$ cat src/rtl/mdu_ctrl.sv
// mdu_ctrl: multi-cycle unsigned multiply/divide controller (MULTU/DIVU).
// Borrows the shared 32-bit ALU for one ADD or SUB per cycle over 32
// iterations. Owns the HI/LO result registers. Shifts, carry/borrow
// detection and iteration counting are done here.
module mdu_ctrl (
    input  logic        clk,
    input  logic        rst,
    input  logic        start,
    input  logic        op,
    input  logic [31:0] src_a,
    input  logic [31:0] src_b,
    output logic        busy,
    output logic        done,
    output logic [31:0] hi,
    output logic [31:0] lo,
    output logic        div_by_zero,
    output logic        alu_own,
    output logic [31:0] alu_a,
    output logic [31:0] alu_b,
    output logic [3:0]  alu_ctrl,
    input  logic [31:0] alu_result
);

    localparam logic [3:0] ALU_ADD = 4'b0010;
    localparam logic [3:0] ALU_SUB = 4'b0110;

    typedef enum logic [1:0] {
        IDLE,
        RUN,
        DONE
    } state_t;

    state_t      state;
    logic [31:0] wh;
    logic [31:0] wl;
    logic [31:0] m;
    logic [4:0]  cnt;
    logic        op_div;

    logic [31:0] rs;
    logic        msb;
    logic        carry;
    logic        take;
    logic [31:0] wh_next;
    logic [31:0] wl_next;

    // One iteration step: drive the ALU operands from registered state and
    // fold the ALU result back into the next working register values.
    // The shifted remainder of a divide is 33 bits wide; its top bit (msb)
    // forces a subtract because the true remainder then exceeds any divisor.
    always_comb begin
        rs       = {wh[30:0], wl[31]};
        msb      = wh[31];
        carry    = (alu_result < wh);
        take     = msb | !(alu_result > rs);
        alu_a    = 32'd0;
        alu_b    = 32'd0;
        alu_ctrl = ALU_ADD;
        wh_next  = wh;
        wl_next  = wl;
        if (state == RUN) begin
            if (op_div) begin
                alu_a    = rs;
                alu_b    = m;
                alu_ctrl = ALU_SUB;
                wh_next  = take ? alu_result : rs;
                wl_next  = {wl[30:0], take};
            end else begin
                alu_a    = wh;
                alu_b    = wl[0] ? m : 32'd0;
                wh_next  = {carry, alu_result[31:1]};
                wl_next  = {alu_result[0], wl[31:1]};
            end
        end
    end

    // Control FSM with registered status outputs, working registers and
    // the architectural HI/LO result registers.
    always_ff @(posedge clk) begin
        if (rst) begin
            state       <= IDLE;
            busy        <= 1'b0;
            done        <= 1'b0;
            alu_own     <= 1'b0;
            div_by_zero <= 1'b0;
            hi          <= 32'd0;
            lo          <= 32'd0;
            wh          <= 32'd0;
            wl          <= 32'd0;
            m           <= 32'd0;
            cnt         <= 5'd0;
            op_div      <= 1'b0;
        end else begin
            case (state)
                IDLE: begin
                    if (start) begin
                        m           <= src_b;
                        cnt         <= 5'd0;
                        op_div      <= op;
                        div_by_zero <= 1'b0;
                        busy        <= 1'b1;
                        if (op && (src_b == 32'd0)) begin
                            hi          <= src_a;
                            lo          <= 32'hFFFF_FFFF;
                            div_by_zero <= 1'b1;
                            done        <= 1'b1;
                            state       <= DONE;
                        end else begin
                            wh      <= 32'd0;
                            wl      <= src_a;
                            alu_own <= 1'b1;
                            state   <= RUN;
                        end
                    end
                end
                RUN: begin
                    wh <= wh_next;
                    wl <= wl_next;
                    if (cnt == 5'd31) begin
                        hi      <= wh_next;
                        lo      <= wl_next;
                        alu_own <= 1'b0;
                        done    <= 1'b1;
                        state   <= DONE;
                    end else begin
                        cnt <= cnt + 5'd1;
                    end
                end
                DONE: begin
                    done  <= 1'b0;
                    busy  <= 1'b0;
                    state <= IDLE;
                end
                default: begin
                    done    <= 1'b0;
                    busy    <= 1'b0;
                    alu_own <= 1'b0;
                    state   <= IDLE;
                end
            endcase
        end
    end

endmodule

$ cat config.mk
export PLATFORM = sky130hd
export DESIGN_NAME = mdu_ctrl
export DESIGN_NICKNAME = d
export VERILOG_FILES = /design/src/rtl/mdu_ctrl.sv
export SDC_FILE = /design/constraint.sdc
export NUM_CORES = 1
export LEC_CHECK = 0
export CAP_MARGIN = 20
export CORE_ASPECT_RATIO = 1.75
export CORE_MARGIN = 2
export CORE_UTILIZATION = 39
export DETAILED_ROUTE_END_ITERATION = 8
export MAX_ROUTING_LAYER = met4
export PLACE_DENSITY = 0.76
export SETUP_SLACK_MARGIN = 0.1
export SYNTH_ARGS = -nofsm -noshare
export SYNTH_HDL_FRONTEND = slang
export SYNTH_SLANG_ARGS = --single-unit
$ cat constraint.sdc
create_clock -name clk -period 3.5 [get_ports clk]
set_input_delay 0.7 -clock clk [delete_from_list [all_inputs] [get_ports clk]]
set_output_delay 0.7 -clock clk [all_outputs]
set_load 0.05 [all_outputs]
Word-level counts from Yosys, hierarchy flattened
Cells that the tools add are included.
{ "word_totals": {"regBits": 172, "elab_cells": 81} }
{ "op_classes": {"n_addsub": 1, "n_lt_le_gt_ge": 2, "eq_ne": 8, "mux": 42, "bitwise_logic": 3, "n_reduce_logical": 13} }
{ "ops": {"columns": ["op", "n"], "rows": [
  ["$mux W32", 18],
  ["$pmux W32 S2", 4],
  ["$gt A32 B32 Y1", 1],
  ["$logic_not A32 Y1", 1],
  ["$lt A32 B32 Y1", 1],
  ["$mux W5", 2],
  ["$pmux W5 S2", 1],
  ["$reduce_and A3 Y1", 3],
  ["$mux W1", 8],
  ["$ne A2 B2 Y1 const B", 4],
  ["$reduce_and A4 Y1", 2],
  ["$mux W2", 3],
  ["$mux W3", 2],
  ["$reduce_and A2 Y1", 3],
  ["$add A5 B1 Y5 const B", 1],
  ["$eq A5 B5 Y1 const B", 1],
  ["$pmux W1 S2", 2],
  ["$pmux W2 S2", 1],
  ["$pmux W1 S3", 1],
  ["$eq A2 B1 Y1 const B", 1],
  ["$eq A2 B2 Y1 const B", 1],
  ["$logic_not A2 Y1", 1],
  ["$ne A2 B1 Y1 const B", 1],
  ["$not A1 Y1", 2],
  ["4 further kinds", 4]
]} }

Logic depth before layout (Yosys ltp)
{ "depth": {"depth_word": 7, "depth_mapped": 12} }

Least setup slack after synthesis
OpenSTA, ideal clock, no wires.
{ "synth_path": {"kind": "input to register", "start": "input port alu_result[14]", "end": "register hi[16]", "setup_time_ps": 137, "arrival_ps": 2757, "t_required_ps": 3363, "slack_ps": 607, "path_stages": 10, "path_cell_list": "ha_1 a21oi_2 nand2_1 a221o_1 o311a_1 buf_6 buf_6 or4b_1 nand3_1 a31oi_1"} }
{ "synth_between": {"elab_chain_cells": 7} }
{ "synth_lines": {"columns": ["element", "line_no", "source"], "rows": [
  ["start: declaration", "21", "input logic [31:0] alu_result"],
  ["$gt A32 B32 Y1", "55", "take = msb | !(alu_result > rs);"],
  ["$logic_not A1 Y1", "55", null],
  ["$or A1 B1 Y1", "55", null],
  ["$mux W32", "66", "wh_next = take ? alu_result : rs;"],
  ["$mux W32", "62", "if (op_div) begin"],
  ["$mux W32", "119", "if (cnt == 5'd31) begin"],
  ["$pmux W32 S2", "94", "case (state)"],
  ["end signal: assignment", "103", "hi <= src_a;"],
  ["end signal: assignment", "120", "hi <= wh_next;"],
  ["end: declaration", "14", "output logic [31:0] hi,"]
]} }
Every way passes these cells. The select of a mux whose other input is x is not followed.
A chain may end at the register's enable or synchronous reset.

Worst setup path after layout
{ "layout_path": {"start": "register op_div", "end": "output port alu_a[12]"} }
{ "layout_between": {"elab_chain_cells": 2} }
{ "layout_lines": {"columns": ["element", "line_no", "source"], "rows": [
  ["start: declaration", "38", "logic op_div;"],
  ["start signal: assignment", "99", "op_div <= op;"],
  ["$mux W32", "62", null],
  ["$mux W32", "61", "if (state == RUN) begin"],
  ["end: declaration", "18", "output logic [31:0] alu_a,"]
]} }
Every way passes these cells.

==> summary.txt <==
Outcome
  • Status: finished, final reports clean

GRT
  • First-pass GRT wire length: 53,400 microns
  • Initial antenna violation count: 2
  • Number of global-route vias before repair: 10,100
  • Largest net degree at the start of global routing: 67
  • Overflow after GRT: 0
  • GRT Total Usage: between 20 and 30%

Timing
  • Final setup vio count: 0
  • Final Hold Fails: 0
  • Worst relative slew slack: 53.8%
  • Fin crit period: between 3000 and 4000 ps
  • Min Hold Slack: 460 ps
  • F_max: between 300 and 400 MHz
  • Unrepaired setup endpoints after global routing: no
  • Pins Over Slew Limit: 0
  • Clk_skew: 9.50 ps
  • Crit share post-route: 92.5%
  • Worst-Margin Slew: ~690 ps

Floorplan
  • Site Rows: 76
  • Die area: between 20,000 and 30,000 sq um
  • Die Ht: 213 microns
  • Core Area: 24,600 sq um
  • # IOs: 236
  • DIE WIDTH: 124 microns
  • Initial core utilization: 39.6%

Pwr
  • Int Pwr: 0.00351 W
  • Clock share of power: 36.7%
  • Peak VDD IR: 0.354 mV
  • Pleak: 4.98 nW
  • Pwr Total: 0.00491 W
  • Sequential Power Share: about 43%
  • Combinational Power Share: 20.0%
  • Sw frac: 28.5%
  • Power per standard cell area: 360 nW/um^2
  • P_sw: 0.00140 W

Clocking
  • PostCTS Resize Cnt: 0
  • Clock Latency Late Sink: 430 ps
  • Reg clk slew, reported paths: 60 ps
  • H-tree levels: 4
  • Root Driver: clkbuf_16
  • Num CTS Buffers: 17
  • Hold buffers post-CTS: 0
  • Post-CTS Repair Setup Buffers: 0
  • Bufs on Longest Clock Path: 2
  • Clk sinks: 172
  • CTS tree: built

Critical path
  • Crit Path Max Fanout: 46
  • CP startpoint: op_div$_SDFFE_PP0P_
  • CP startpoint kind: flip-flop
  • Crit path DAT: 2540 ps
  • Worst r2r src: wh[4]$_SDFFE_PP0P_
  • Required @ worst endpoint: roughly 2800 ps
  • Setup CP Type: reg -> out
  • Critical path endpoint category: output port

Synth
  • Xor/xnor share of the synthesized area: 0.0898%
  • Synth top cells by count: dfxtp_1, nor2_1, nand2_1
  • Synth warn: 0
  • Ranking of synthesized cells by area: dfxtp_1, ha_1, nor2_1, nand2_1, a211oi_1
  • Synth area leader: dfxtp_1
  • Compound-gate portion of the synthesized area: 23.5%
  • Post-synthesis cell count: 1,204
  • Flops & latches, synth: 172
  • Synth Area in Simple Gates: 23.4%
  • Fraction of registers with async set/reset: 0%
  • Area share of the largest cell type after synthesis: between 30% and 40%
  • Post-synthesis mux area share: 3.29%
  • Largest family of logic cells by synthesized area: compound AO/OA/AOI/OAI gates
  • Yosys cell types: 55
  • Dominant cell by count in the synthesized netlist: dfxtp_1
  • Sequential share of the synthesized area: 35.3%
  • Synth Area in Adders: 8.34%
  • Synthesized area: 9750 sq um
  • Post-synth EDFFs: 0
  • Synthesized area per cell: 8.10 sq um
  • Most used DFF post-synth: dfxtp_1

Routing
  • Routed WL: roughly 35,000 microns
  • Initial DRC Count: between 900 and 1,000
  • Drc violations: 0
  • Final ANT Viol Nets: 0
  • Drt first pass iters: 7
  • Routed vias/inst: 5.79
  • Vias post-DR: 10,200
  • Per-cell routed wire length: 19.9 microns

Place
  • RePlAce Congestion: roughly 0.93
  • Hpwl dp: 26,700 microns
  • # port buffers: 232

Hold path
  • Hold Path Class: reg -> reg
  • Hold path start: busy$_SDFFE_PP0P_

Layout
  • Synthesis-to-layout area growth: 39.7%
  • Fraction of layout cells with a size suffix above 1: 11.6%
  • Final nets: approximately 1,600

Flow run
  • Max Cap Viol: 0
## worst max-delay path, stage by stage, from the launching register on
cell	delay (ps)
dfxtp_4	720
buf_4	320
mux2i_1	100
nor2_1	110
clkdlybuf4s50_1	810
## cell families (layout without fill, tap and decap cells)
group,after synthesis,after routing
fa+ha+maj,65,65
xor+xnor,1,1
mux,32,32
compound gates,329,329
buf+inv,142,379
simple gates,461,461
other cells,2,5
flops,172,172
## worst paths after layout
| kind | to | cells past startpoint | slack [ps] |
|---|---|---|---|
| max | alu_a[12] | 4 | 260 |
| min | busy$_SDFFE_PP0P_ | 1 | 460 |
| max reg2reg | hi[24]$_SDFFE_PP0P_ | 11 | 390 |
| min reg2reg | busy$_SDFFE_PP0P_ | 1 | 460 |
## metal layers
layer  global-route usage (%)  up-vias  part of all wire [%]
li1                         -     4813                     -
met1                     27.9     4761                    36
met2                     46.0      446                    51
met3                     5.34      139                   5.9
met4                     18.8        0                   7.3
met5                        -        -                     0
## cell type report
cell class | instances | area [sq um]
clock buffers | 24 | 492
multi-input cells | 891 | 5760
inverters | 37 | 139
well taps | 312 | 390
fillers | 2279 | 11000
clock inverters | 6 | 62.6
repair buffers | 312 | 3330
diodes | 2 | 5.00
flip-flops and latches | 172 | 3450
## metrics by stage
stage | area [sq um] | cells | setup slack [ps] | utilization, % | TNS, ps
floorplan | 9750 | 1205 | 607 | - | 0
global placement | 13100 | 1724 | -60.8 | 53.0 | -1100
detailed placement | 13100 | 1724 | -86.9 | 53.0 | -2340
CTS | 13600 | 1754 | 268 | 55.3 | 0
global route | 13600 | 1756 | 149 | 55.3 | 0
finish | 13600 | 1756 | 262 | 55.3 | 0
## power groups by stage
stage | clock [W] | sequential, W | combinational, W
after detailed placement | 0 | 0.00216 | 0.000972
after floorplan | 0 | 0.00213 | 0.000569
after global placement | 0 | 0.00216 | 0.000952
after CTS | 0.00182 | 0.00212 | 0.000977
final | 0.00180 | 0.00213 | 0.000983
after global routing | 0.00190 | 0.00213 | 0.00107
## flip-flops by register name, summed over array words and instances (netlist names)
name and cells:
alu_own 1, busy 1, cnt 5, div_by_zero 1, done 1, hi 32, lo 32, m 32
op_div 1, state 2, wh 32, wl 32
## cells in the final DEF (no fill, tap or decap), types with 29 or more instances in the layout
cell type	synthesis	layout
nand2_1	136	136
a22o_1	34	34
o21ai_0	42	41
inv_1	37	37
and2_1	34	34
a211oi_1	65	65
buf_12	0	41
or4b_1	30	30
o211ai_1	33	33
mux2i_1	32	32
nor2_1	137	136
dfxtp_1	172	171
o21ai_1	29	29
buf_4	3	81
nand3_1	40	40
a311oi_1	33	33
ha_1	65	65
a31oi_1	30	30
a21oi_1	30	30
nor2b_1	33	33
clkdlybuf4s50_1	0	189
Note: power is estimated with default switching activity, not from simulation.
